## config.mk

```make
export PLATFORM = sky130hd
export DESIGN_NAME = uart_cmd_link
export DESIGN_NICKNAME = d
export VERILOG_FILES = /design/src/rtl/uart_cmd_link.sv
export SDC_FILE = /design/constraint.sdc
export NUM_CORES = 1
export LEC_CHECK = 0
export CORE_MARGIN = 2
export CORE_UTILIZATION = 45
export DETAILED_ROUTE_END_ITERATION = 16
export PLACE_DENSITY = 0.62
export SLEW_MARGIN = 20
export SYNTH_ARGS = -nofsm -noshare
export SYNTH_HDL_FRONTEND = slang
export SYNTH_SLANG_ARGS = --single-unit
```

## constraint.sdc

```tcl
create_clock -name clk_PSRAM -period 2.6 [get_ports clk_PSRAM]
set_input_delay 0.65 -clock clk_PSRAM [delete_from_list [all_inputs] [get_ports clk_PSRAM]]
set_output_delay 0.65 -clock clk_PSRAM [all_outputs]
set_load 0.01 [all_outputs]
```

## src/rtl/uart_cmd_link.sv

```systemverilog
// Full-duplex UART with acquisition-config packet decoder.
// RX framing checks, false-start rejection and timeout; TX of TX_BYTES-wide words.
module uart_cmd_link #(
    parameter int CLK_HZ          = 60_000_000,
    parameter int BAUD            = 921600,
    parameter int TX_BYTES        = 2,
    parameter int RX_TIMEOUT_BITS = 20
) (
    input  logic                  clk_PSRAM,
    input  logic                  rst_n,
    input  logic                  uart_rx,
    output logic                  uart_tx,
    input  logic                  send_uart,
    input  logic [8*TX_BYTES-1:0] send_msg,
    output logic                  tx_busy,
    output logic                  flag_end_tx,
    output logic [7:0]            trigger,
    output logic [12:0]           threshold,
    output logic [23:0]           samples_after,
    output logic [23:0]           samples_before,
    output logic                  flag_acq,
    output logic                  flag_debug,
    output logic                  rx_error
);

    localparam int DIV     = CLK_HZ / BAUD;
    localparam int CW      = $clog2(DIV);
    localparam int TMO_CYC = RX_TIMEOUT_BITS * DIV;
    localparam int TW      = $clog2(TMO_CYC + 1);
    localparam int PW      = $clog2(10);
    localparam int BW      = $clog2(TX_BYTES + 1);

    localparam logic [CW-1:0] BIT_LAST  = CW'(DIV - 1);
    localparam logic [CW-1:0] HALF_LAST = CW'(DIV / 2 - 1);
    localparam logic [TW-1:0] TMO_LAST  = TW'(TMO_CYC - 1);
    localparam logic [BW-1:0] TX_LAST   = BW'(TX_BYTES - 1);

    typedef enum logic [2:0] {RX_IDLE, RX_START, RX_DATA, RX_STOP, RX_WAIT} rx_state_t;
    typedef enum logic       {P_HEAD, P_COLLECT} p_state_t;
    typedef enum logic [1:0] {TX_IDLE, TX_START, TX_DATA, TX_STOP} tx_state_t;

    // ------------------------------------------------------------------ RX
    logic            rx_s1, rx_s2, rx_prev;
    logic            rx_fall;
    rx_state_t       rx_state, rx_next;
    logic [CW-1:0]   rx_cnt;
    logic            rx_tick;
    logic [2:0]      rx_bit;
    logic [7:0]      rx_shift;
    logic            rx_done, rx_ferr, rx_valid;

    // Synchroniser resets to the idle-high level so reset release never looks like a start edge.
    always_ff @(posedge clk_PSRAM or negedge rst_n) begin
        if (!rst_n) begin
            rx_s1   <= 1'b1;
            rx_s2   <= 1'b1;
            rx_prev <= 1'b1;
        end else begin
            rx_s1   <= uart_rx;
            rx_s2   <= rx_s1;
            rx_prev <= rx_s2;
        end
    end

    assign rx_fall = rx_prev & ~rx_s2;
    assign rx_tick = (rx_cnt == BIT_LAST);

    always_ff @(posedge clk_PSRAM or negedge rst_n) begin
        if (!rst_n) rx_state <= RX_IDLE;
        else        rx_state <= rx_next;
    end

    always_comb begin
        rx_next = rx_state;
        rx_done = 1'b0;
        rx_ferr = 1'b0;
        unique case (rx_state)
            RX_IDLE:  if (rx_fall) rx_next = RX_START;
            RX_START: if (rx_cnt == HALF_LAST) rx_next = rx_s2 ? RX_IDLE : RX_DATA;
            RX_DATA:  if (rx_tick && rx_bit == 3'd7) rx_next = RX_STOP;
            RX_STOP: begin
                if (rx_tick) begin
                    if (rx_s2) begin
                        rx_next = RX_IDLE;
                        rx_done = 1'b1;
                    end else begin
                        rx_next = RX_WAIT;
                        rx_ferr = 1'b1;
                    end
                end
            end
            RX_WAIT:  if (rx_s2) rx_next = RX_IDLE;
            default:  rx_next = RX_IDLE;
        endcase
    end

    always_ff @(posedge clk_PSRAM or negedge rst_n) begin
        if (!rst_n) begin
            rx_cnt   <= '0;
            rx_bit   <= '0;
            rx_shift <= '0;
            rx_valid <= 1'b0;
        end else begin
            rx_valid <= rx_done;
            if (rx_state != rx_next || rx_tick || rx_state == RX_IDLE || rx_state == RX_WAIT)
                rx_cnt <= '0;
            else
                rx_cnt <= rx_cnt + 1'b1;
            if (rx_state == RX_START) begin
                rx_bit <= '0;
            end else if (rx_state == RX_DATA && rx_tick) begin
                rx_bit   <= rx_bit + 1'b1;
                rx_shift <= {rx_s2, rx_shift[7:1]};
            end
        end
    end

    // -------------------------------------------------------------- parser
    p_state_t        p_state, p_next;
    logic [PW-1:0]   p_cnt;
    logic [TW-1:0]   rx_timer;
    logic            dbg_hit, pkt_done, tmo_hit;
    logic [7:0]      stage_trig;
    logic [12:0]     stage_thr;
    logic [23:0]     stage_after;
    logic [15:0]     stage_before;

    always_ff @(posedge clk_PSRAM or negedge rst_n) begin
        if (!rst_n) p_state <= P_HEAD;
        else        p_state <= p_next;
    end

    always_comb begin
        p_next   = p_state;
        dbg_hit  = 1'b0;
        pkt_done = 1'b0;
        tmo_hit  = 1'b0;
        if (rx_ferr) begin
            p_next = P_HEAD;
        end else begin
            unique case (p_state)
                P_HEAD: begin
                    if (rx_valid) begin
                        if (rx_shift == 8'h53)      dbg_hit = 1'b1;
                        else if (rx_shift == 8'h41) p_next  = P_COLLECT;
                    end
                end
                P_COLLECT: begin
                    if (rx_valid) begin
                        if (p_cnt == PW'(9)) begin
                            pkt_done = 1'b1;
                            p_next   = P_HEAD;
                        end
                    end else if (rx_timer == TMO_LAST) begin
                        tmo_hit = 1'b1;
                        p_next  = P_HEAD;
                    end
                end
                default: p_next = P_HEAD;
            endcase
        end
    end

    // Timer idles at zero except between a stop sample and the next start inside a packet.
    always_ff @(posedge clk_PSRAM or negedge rst_n) begin
        if (!rst_n) begin
            p_cnt        <= PW'(1);
            rx_timer     <= '0;
            stage_trig   <= '0;
            stage_thr    <= '0;
            stage_after  <= '0;
            stage_before <= '0;
        end else begin
            if (p_state == P_HEAD) p_cnt <= PW'(1);
            else if (rx_valid)     p_cnt <= p_cnt + 1'b1;

            if (p_state == P_COLLECT && rx_state == RX_IDLE) rx_timer <= rx_timer + 1'b1;
            else                                             rx_timer <= '0;

            if (p_state == P_COLLECT && rx_valid) begin
                case (p_cnt)
                    PW'(1): stage_trig          <= rx_shift;
                    PW'(2): stage_thr[12:8]     <= rx_shift[4:0];
                    PW'(3): stage_thr[7:0]      <= rx_shift;
                    PW'(4): stage_after[23:16]  <= rx_shift;
                    PW'(5): stage_after[15:8]   <= rx_shift;
                    PW'(6): stage_after[7:0]    <= rx_shift;
                    PW'(7): stage_before[15:8]  <= rx_shift;
                    PW'(8): stage_before[7:0]   <= rx_shift;
                    default: ;
                endcase
            end
        end
    end

    always_ff @(posedge clk_PSRAM or negedge rst_n) begin
        if (!rst_n) begin
            trigger        <= '0;
            threshold      <= '0;
            samples_after  <= '0;
            samples_before <= '0;
            flag_acq       <= 1'b0;
            flag_debug     <= 1'b0;
            rx_error       <= 1'b0;
        end else begin
            flag_acq   <= pkt_done;
            flag_debug <= dbg_hit;
            rx_error   <= rx_ferr | tmo_hit;
            if (pkt_done) begin
                trigger        <= stage_trig;
                threshold      <= stage_thr;
                samples_after  <= stage_after;
                samples_before <= {stage_before, rx_shift};
            end
        end
    end

    // ------------------------------------------------------------------ TX
    tx_state_t             tx_state, tx_next;
    logic [CW-1:0]         tx_cnt;
    logic                  tx_tick;
    logic [2:0]            tx_bit;
    logic [BW-1:0]         tx_nbyte;
    logic [8*TX_BYTES-1:0] tx_msg;
    logic [7:0]            tx_cur;
    logic                  tx_line, tx_last;

    assign tx_tick = (tx_cnt == BIT_LAST);
    assign tx_cur  = tx_msg[8*TX_BYTES-1 -: 8];
    assign tx_busy = (tx_state != TX_IDLE);

    always_ff @(posedge clk_PSRAM or negedge rst_n) begin
        if (!rst_n) tx_state <= TX_IDLE;
        else        tx_state <= tx_next;
    end

    always_comb begin
        tx_next = tx_state;
        tx_last = 1'b0;
        tx_line = 1'b1;
        unique case (tx_state)
            TX_IDLE:  if (send_uart) tx_next = TX_START;
            TX_START: begin
                tx_line = 1'b0;
                if (tx_tick) tx_next = TX_DATA;
            end
            TX_DATA: begin
                tx_line = tx_cur[tx_bit];
                if (tx_tick && tx_bit == 3'd7) tx_next = TX_STOP;
            end
            TX_STOP: begin
                if (tx_tick) begin
                    if (tx_nbyte == TX_LAST) begin
                        tx_next = TX_IDLE;
                        tx_last = 1'b1;
                    end else begin
                        tx_next = TX_START;
                    end
                end
            end
            default: tx_next = TX_IDLE;
        endcase
    end

    // Line is registered for a glitch-free output; the async reset still forces it high at once.
    always_ff @(posedge clk_PSRAM or negedge rst_n) begin
        if (!rst_n) begin
            uart_tx     <= 1'b1;
            flag_end_tx <= 1'b0;
            tx_cnt      <= '0;
            tx_bit      <= '0;
            tx_nbyte    <= '0;
            tx_msg      <= '0;
        end else begin
            uart_tx     <= tx_line;
            flag_end_tx <= tx_last;
            if (tx_state == TX_IDLE || tx_tick) tx_cnt <= '0;
            else                                tx_cnt <= tx_cnt + 1'b1;
            unique case (tx_state)
                TX_IDLE: begin
                    if (send_uart) begin
                        tx_msg   <= send_msg;
                        tx_nbyte <= '0;
                        tx_bit   <= '0;
                    end
                end
                TX_DATA: if (tx_tick) tx_bit <= tx_bit + 1'b1;
                TX_STOP: begin
                    if (tx_tick) begin
                        tx_nbyte <= tx_nbyte + 1'b1;
                        tx_msg   <= tx_msg << 8;
                    end
                end
                default: ;
            endcase
        end
    end

endmodule

```

# Word-level counts from Yosys, hierarchy flattened
# Cells that the tools add are included.
[classes] add_sub_neg=7 magnitude_cmp=1 n_eq_ne=32 n_mux=62 bitwise_logic=5 reduce_logical=27
[op_table] cell="$mux W16" n=2
[op_table] cell="$pmux W16 S2" n=1
[op_table] cell="$mux W1" n=30
[op_table] cell="$mux W3" n=10
[op_table] cell="$reduce_and A2 Y1" n=9
[op_table] cell="$eq A4 B3 Y1 const B" n=4
[op_table] cell="$eq A8 B7 Y1 const B" n=2
[op_table] cell="$pmux W3 S5" n=1
[op_table] cell="$add A7 B1 Y7 const B" n=2
[op_table] cell="$eq A7 B7 Y1 const B" n=2
[op_table] cell="$mux W2" n=7
[op_table] cell="$mux W7" n=2
[op_table] cell="$ne A2 B2 Y1 const B" n=6
[op_table] cell="$add A11 B1 Y11 const B" n=1
[op_table] cell="$eq A11 B11 Y1 const B" n=1
[op_table] cell="$mux W11" n=1
[op_table] cell="$eq A3 B3 Y1 const B" n=3
[op_table] cell="$eq A4 B2 Y1 const B" n=2
[op_table] cell="$eq A4 B4 Y1 const B" n=2
[op_table] cell="$mux W4" n=2
[op_table] cell="$pmux W2 S4" n=1
[op_table] cell="$reduce_bool A2 Y1" n=4
[op_table] cell="$eq A7 B5 Y1 const B" n=1
[op_table] cell="$add A3 B1 Y3 const B" n=2
[op_table] cell="other kinds (22)" n=36
[totals] register_bits=206 inputBits=20 output_inout_bits=75 wordCells=167

# Longest topological paths before layout
# Gate-level depths: netlist of run 1.
[logic_depth] word_depth=9 mapped_depth=7 ltp_nobuf=6

# Least setup slack after synthesis of run 1
# OpenSTA, ideal clock, no wires.
[synth_timing] path_type="register to register" from="register rx_cnt[0]" to="register samples_after[10]" setup_ps=125 t_arrival_ps=1722 required_ps=2475 slack_ps=754 stages_incl_launch_ff=8 path_buffers=1 synth_period_minus_slack_ps=1846 path_cell_list="dfrtp_1 inv_1 ha_1 and4bb_4 nand3_4 o21ai_4 buf_6 mux2_2"
[synth_between] elab_chain_len=4
[synth_rtl] element="start, declared" line="46" source="logic [CW-1:0] rx_cnt;"
[synth_rtl] element="start signal, assigned" line="108" source="rx_cnt <= rx_cnt + 1'b1;"
[synth_rtl] element="$eq A7 B7 Y1" line="66" source="assign rx_tick = (rx_cnt == BIT_LAST);"
[synth_rtl] element="$mux W1" line="82" source="if (rx_tick) begin"
[synth_rtl] element="$mux W1" line="77" source="unique case (rx_state)"
[synth_rtl] element="$mux W1" line="138" source="if (rx_ferr) begin"
[synth_rtl] element="end signal, assigned" line="212" source="samples_after <= stage_after;"
[synth_rtl] element="end, declared" line="19" source="output logic [23:0] samples_after,"
# Every way passes these cells.
# A chain may end at the register's enable or synchronous reset.

# Worst setup path in the final report of run 1
[layout_timing] from="register tx_state[0]" to="output tx_busy"
[layout_between] elab_chain_len=1
[layout_rtl] element="start, declared" line="219" source="tx_state_t tx_state, tx_next;"
[layout_rtl] element="start signal, assigned" line="234" source="else tx_state <= tx_next;"
[layout_rtl] element="$reduce_bool A2 Y1" line="230" source="assign tx_busy = (tx_state != TX_IDLE);"
[layout_rtl] element="end, declared" line="15" source="output logic tx_busy,"
# Every way passes these cells.

==> results.md, run 1 <==
- Clk root buf: clkbuf_16
- Sequential share of power: 49.1%
- Max Cap Viol: 0
- Vias: around 5400
- Switch share: 22.8%
- PD cells: between 600 and 700 mW/mm^2
- Clock Pin Slew Worst Setup and Hold Paths: 60 ps
- Final slew viol count: 0
- Worst vdd ir: around 0.0004 V
- Post-CTS Resized: 0
- Unrepaired setup endpoints after global routing: false
- CP Launch Type: flip-flop
- Nets: 785
- Port bufs: between 90 and 100
- CTS tree: yes
- Rel. slew slack: 56.4%
- Period utilization: 96.0%
- Ant. Diodes: 0
- Core Util, Final: between 50 and 60%
- Synth top area share: 57.5%
- # IOs: 95
- Area growth from synthesis to layout: 22.9%
- Setup slack at placement: 350 ps
- GRT Util Overall: between 10% and 20%
- Vias in the first global route: approximately 5500
- Wire per inst: around 17 um
- Comb power frac: 5.1%
- Largest net degree at the start of global routing: 80
- TNS Setup: 0 ps
- Leakage: between 5 and 6 nW
- Top_reg_cell synth: dfrtp_1
- P_sw: 1.55 mW
- Synth area leader: dfrtp_1
- Routed Antenna Nets: 0
- H-tree depth: 1
- Final setup margin: 104 ps
- DRT Pass-1 Iters: 4
- Slowest stage delay, CP: between 500 and 600 ps
- Total global routing overflow: 0
- GP Congestion: roughly 0.84
- Initial antenna violation count: 0
- Mean post-synth cell area: 13.7 um^2
- DRT iter0 DRCs: 250
- Cells along the critical path: inv_1 -> ha_1 -> clkinv_1 -> clkdlybuf4s50_1
- R2r setup slk: between 500 and 600 ps
- Final Hold Fails: 0
- Die span in y: approximately 140 um
- Drt total wl: between 15 and 20 mm
- Drt drc: 0
- CP Max Fanout: 4
- Later-pin clock latency in the skew report: 510 ps
- FP Rows: 50
- Slowest-stage cell, CP: clkdlybuf4s50_1
- Num CTS Buffers: 23
- Die area: just over 0.02 mm^2
- Share of cells above drive strength 1: 27.7%
- Post-Syn Area: between 0.008 and 0.009 mm^2
- CTS max path bufs: 3
- Post-synth EDFFs: 0
- Run status: finished, final reports clean
- Seq/Total Area, Yosys: between 50 and 60%
- Syn Nets: 677
- Synthesized flop and latch total: between 200 and 250
- Initial Utilization: a little under half
- Final instance area: ~0.011 mm^2
- WS Path Type: reg2out
- Post-synth cell types: 58
- Worst Clk Skew: approximately 12 ps
- Clock Sinks: 206
- HPWL Detailed: around 12 mm
- CP Data Required Time: ~2000 ps
- Post-synthesis cell count: between 600 and 700
- First-pass GRT wire length: 29.0 mm
- Clock share of power: between 40% and 50%
- Hold Crit Class: in2async
- Die width: around 140 um
- Post-route minimum period: 2500 ps
- Async S/R FF share, synth: 100%
- Crit. End Element: output port
- Area after DPL: roughly 0.01 mm^2
- Internal: 5.26 mW
- Hold-fix buffer count after cts: 0
- Worst Max-Slew Pin Slew: 654 ps
- Peak Freq: between 400 and 500 MHz
- Setup Buffers After CTS: 0
- Critical Path AT: 1850 ps
- # setup viols final: 0
- Yosys warns: 0
- Core area: between 0.015 and 0.02 mm^2
- Via/cell ratio: about 5.3
- Ranking of synthesized cells by area: dfrtp_1, mux2_2, ha_1
==> layout make-up <==
| cell class | count | area (um^2) |
|---|---|---|
| clock buffers | 35 | 701 |
| clock inverters | 7 | 38.8 |
| fillers | 1511 | 8140 |
| inverters | 20 | 75.1 |
| multi-input cells | 387 | 3350 |
| flip-flops and latches | 206 | 5160 |
| well taps | 260 | 325 |
| repair buffers | 108 | 1100 |
==> worst paths after layout <==
path                                         startpoint                             end  cells past startpoint
worst min-delay path                              rst_n   samples_after[22]$_DFFE_PN0P_                      1
worst min register to register          rx_s1$_DFF_PN1_                 rx_s2$_DFF_PN1_                      0
worst max-delay path            tx_state[0]$_DFFE_PN0P_                         tx_busy                      4
min in group clk_PSRAM                  rx_s1$_DFF_PN1_                 rx_s2$_DFF_PN1_                      0
worst max register to register      rx_cnt[0]$_DFF_PN0_  samples_before[18]$_DFFE_PN0P_                      7
max in group asynchronous                         rst_n               rx_prev$_DFF_PN1_                      2
==> sequential cells by signal, summed over array words and instances, names as in the netlist, 2 cells and up <==
name,cells
samples_after,24
samples_before,24
stage_after,24
stage_before,16
tx_msg,16
stage_thr,13
threshold,13
rx_timer,11
rx_shift,8
stage_trig,8
trigger,8
rx_cnt,7
tx_cnt,7
p_cnt,4
rx_bit,3
rx_state,3
tx_bit,3
tx_nbyte,2
tx_state,2
==> kinds of logic after synthesis <==
kind of cell | after synthesis | synth area share, %
DFF | 206 | 59.0
AOI/OAI and AO/OA | 51 | 4.32
buffers and inverters | 45 | 2.68
adders and majority gates | 19 | 2.72
xor gates and xnor gates | 20 | 2.00
and+or+nand+nor | 136 | 8.33
muxes | 161 | 20.9
==> Yosys cell counts (5+ instances only) <==
cell type,instances
dfrtp_1,201
mux2_2,134
nor2_1,34
nand2_1,26
mux2_1,21
ha_1,19
inv_1,19
nand3_1,18
clkbuf_1,15
nor3_1,15
xor2_1,13
a22oi_1,9
o21ai_0,9
buf_6,8
o2bb2ai_1,8
xnor2_1,7
nor2_2,6
dfstp_2,5
nand4_1,5
==> metrics by stage <==
| step | hold slack [ps] | instances | power, mW |
|---|---|---|---|
| 2_1_floorplan | 345 | 638 | 3.60 |
| 3_3_place_gp | 350 | 981 | 3.73 |
| 3_5_place_dp | 355 | 981 | 3.75 |
| 4_1_cts | 190 | 1023 | 6.91 |
| 5_1_grt | 226 | 1023 | 7.06 |
| 6_report | 183 | 1023 | 6.81 |
==> cells in the final DEF, fill, tap and decap left out, types with 18 or more instances in the layout <==
cell type        instances
mux2_1                  21
nand2_1                 26
mux2_2                 134
dfrtp_1                201
ha_1                    19
clkbuf_16               23
nand3_1                 18
inv_1                   19
nor2_1                  34
clkdlybuf4s50_1         93
==> power groups by stage <==
stage | Clock, mW | Sequential (mW) | Combinational (mW)
3_3_place_gp | 0 | 3.39 | 0.339
3_5_place_dp | 0 | 3.40 | 0.352
2_1_floorplan | 0 | 3.38 | 0.223
6_report | 3.12 | 3.34 | 0.349
4_1_cts | 3.21 | 3.34 | 0.355
5_1_grt | 3.32 | 3.35 | 0.396
==> per-layer routing <==
| layer | GRT usage [%] | routed length [um] | share of wire [%] | vias up |
|---|---|---|---|---|
| met5 | 0 | 0 | 0 | - |
| met4 | 4.70 | 331 | 1.9 | 0 |
| met3 | 3.87 | 961 | 5.5 | 28 |
| met2 | 28.2 | 8150 | 46 | 135 |
| met1 | 25.0 | 8160 | 46 | 2740 |
| li1 | - | - | - | 2491 |
==> worst max-delay path: cells and delay by family, from the launching register on <==
kind	cells	cell delay [ps]
fa+ha+maj	1	240
flops	1	400
buf+inv	3	710
(Power assumes the default switching activity.)
==> run 2, diff against run 1 <==
--- a/config.mk
+++ b/config.mk
@@ -9,6 +9,7 @@
 export CORE_UTILIZATION = 45
 export DETAILED_ROUTE_END_ITERATION = 16
 export PLACE_DENSITY = 0.62
+export SKIP_LAST_GASP = 1
 export SLEW_MARGIN = 20
 export SYNTH_ARGS = -nofsm -noshare
 export SYNTH_HDL_FRONTEND = slang
==> results of run 2 <==
Final layout, timing and power as in run 1 (identical DEF).
==> run 3, diff against run 2 <==
==> constraint.sdc (replaced) <==
create_clock -name clk_PSRAM -period 2.3 [get_ports clk_PSRAM]
set_input_delay 0.575 -clock clk_PSRAM [delete_from_list [all_inputs] [get_ports clk_PSRAM]]
set_output_delay 0.575 -clock clk_PSRAM [all_outputs]
set_load 0.01 [all_outputs]
==> results.md, run 3 (synthesis results as in run 1) <==
- Vias in the first global route: around 5500
- # setup viols final: 0
- Peak Freq: about 460 MHz
- Critical Path AT: 1620 ps
- Core area: roughly 0.019 mm^2
- Period utilization: between 90% and 100%
- CTS max path bufs: 3
- Die span in y: about 140 um
- CP Launch Type: flip-flop
- Post-route minimum period: 2200 ps
- Worst Max-Slew Pin Slew: 586 ps
- Via/cell ratio: roughly 5.2
- Setup Buffers After CTS: 0
- Total power: roughly 7.6 mW
- Placed cell count: just under 1000
- Final slew viol count: 0
- Total global routing overflow: 0
- Port bufs: 94
- H-tree depth: 1
- Internal: between 5 and 6 mW
- Area growth from synthesis to layout: 22.8%
- DRT iter0 DRCs: approximately 280
- Initial antenna violation count: 0
- Area of the multi-input gates: 0.00335 mm^2
- Clk root buf: clkbuf_16
- Final Hold Fails: 0
- CTS tree: yes
- Share of cells above drive strength 1: a little over a quarter
- Reg area: ~0.0052 mm^2
- PD cells: between 700 and 800 mW/mm^2
- Finished Layout Cells: around 1000
- Ant. Diodes: 0
- Num CTS Buffers: 22
- Crit. End Element: output port
- Most frequent cells in the layout: dfrtp_1, mux2_2, clkdlybuf4s50_1, nor2_1, nand2_1
- GRT Util Overall: 17.5%
- Commonest non-fill, non-tap cell in the layout: dfrtp_1
- Largest net degree at the start of global routing: 55
- WS Path Type: reg2out
- HPWL Detailed: roughly 12 mm
- Die area: 0.0206 mm^2
- Max Cap Viol: 0
- Worst vdd ir: around 0.00037 V
- P_sw: around 1.7 mW
- TNS Setup: 0 ps
- Nets: ~790
- Drt drc: 0
- Clock Pin Slew Worst Setup and Hold Paths: roughly 60 ps
- Initial Utilization: between 40% and 50%
- Wire per inst: approximately 17 um
- Hold Crit Class: in2async
- Unrepaired setup endpoints after global routing: false
- Largest regs: samples_after (24), samples_before (24), stage_after (24)
- Later-pin clock latency in the skew report: ~500 ps
- # IOs: 95
- Clock share of power: 45.0%
- CP Data Required Time: approximately 1700 ps
- Drt total wl: roughly 17 mm
- Die width: approximately 140 um
- CP Max Fanout: 4
- GP Congestion: between 0.8 and 0.9
- Worst Clk Skew: between 15 and 20 ps
- Final hold slack: approximately 55 ps
- Switch share: roughly 22%
- Routed Antenna Nets: 0
- Vias: about 5300
- Rel. slew slack: about three fifths
- Leakage: between 5 and 6 nW
- Sequential share of power: about 50%
- Clock Sinks: approximately 200
- DRT Pass-1 Iters: 6
- Comb power frac: around 5.2%
- FP Rows: 50
- First-pass GRT wire length: 28.8 mm
- Run status: finished, final reports clean
- Fillers: 1567
## run 3: cell types whose count changed in the layout (fill, tap and decap cells not counted)
cell             before  now
buf_12                4    5
clkdlybuf4s50_1      93   92
dlygate4sd2_1         0    1
inv_6                 1    0
clkinv_2              6    4
bufinv_16             0    1
clkbuf_8              9    4
clkbuf_1              4    8
clkinv_4              0    1
## run 3: final cells by class
type | count | area share (%)
tap | 260 | 3.03
clock buffer | 34 | 6.03
timing repair buffer | 109 | 10.4
inverter | 20 | 0.699
sequential | 206 | 48.1
multi-input combinational | 387 | 31.2
clock inverter | 6 | 0.548
## run 3: metal layers
layer	share of wire, %	wire length, um	GRT usage [%]
met4	2.0	352	5.01
met3	5.4	941	3.83
met1	46	8100	24.6
met2	46	8090	27.6
met5	0	0	0
## run 3: final timing paths
check,from,endpoint,slack (ps),depth (start not counted)
max,tx_state[0]$_DFFE_PN0P_,tx_busy,100,4
min,rst_n,samples_after[22]$_DFFE_PN0P_,50,1
max reg2reg,rx_cnt[0]$_DFF_PN0_,samples_after[2]$_DFFE_PN0P_,220,7
min reg2reg,rx_s1$_DFF_PN1_,rx_s2$_DFF_PN1_,360,0
max in group asynchronous,rst_n,uart_tx$_DFF_PN1_,1560,2
min in group clk_PSRAM,rx_s1$_DFF_PN1_,rx_s2$_DFF_PN1_,360,0
## run 3: what timing repair did
item / 4_1_cts / 5_1_grt
endpoints found under the setup margin: 1 / 0
hold buffers: 0 / 0
gates resized for setup: 1 / 0
## run 3: power by group through the flow
stage / Sequential, mW / Clock, mW / Combinational, mW
after global routing: 3.79 / 3.66 / 0.450
final: 3.78 / 3.42 / 0.399
after floorplan: 3.82 / 0 / 0.252
after global placement: 3.84 / 0 / 0.384
after CTS: 3.78 / 3.50 / 0.405
after detailed placement: 3.85 / 0 / 0.403
## run 3: worst max-delay path: stages (launching register included)
cell	delay, ps
dfrtp_1	420
inv_1	140
ha_1	200
clkinv_1	80
dlygate4sd2_1	300
## run 3: metrics by stage
step,setup WS [ps],cell area [um^2],util (%)
floorplan,454,8740,-
global placement,242,10000,53.1
detailed placement,171,10000,53.1
CTS,84.2,10700,56.8
global route,38.1,10700,56.8
finish,103,10700,56.8
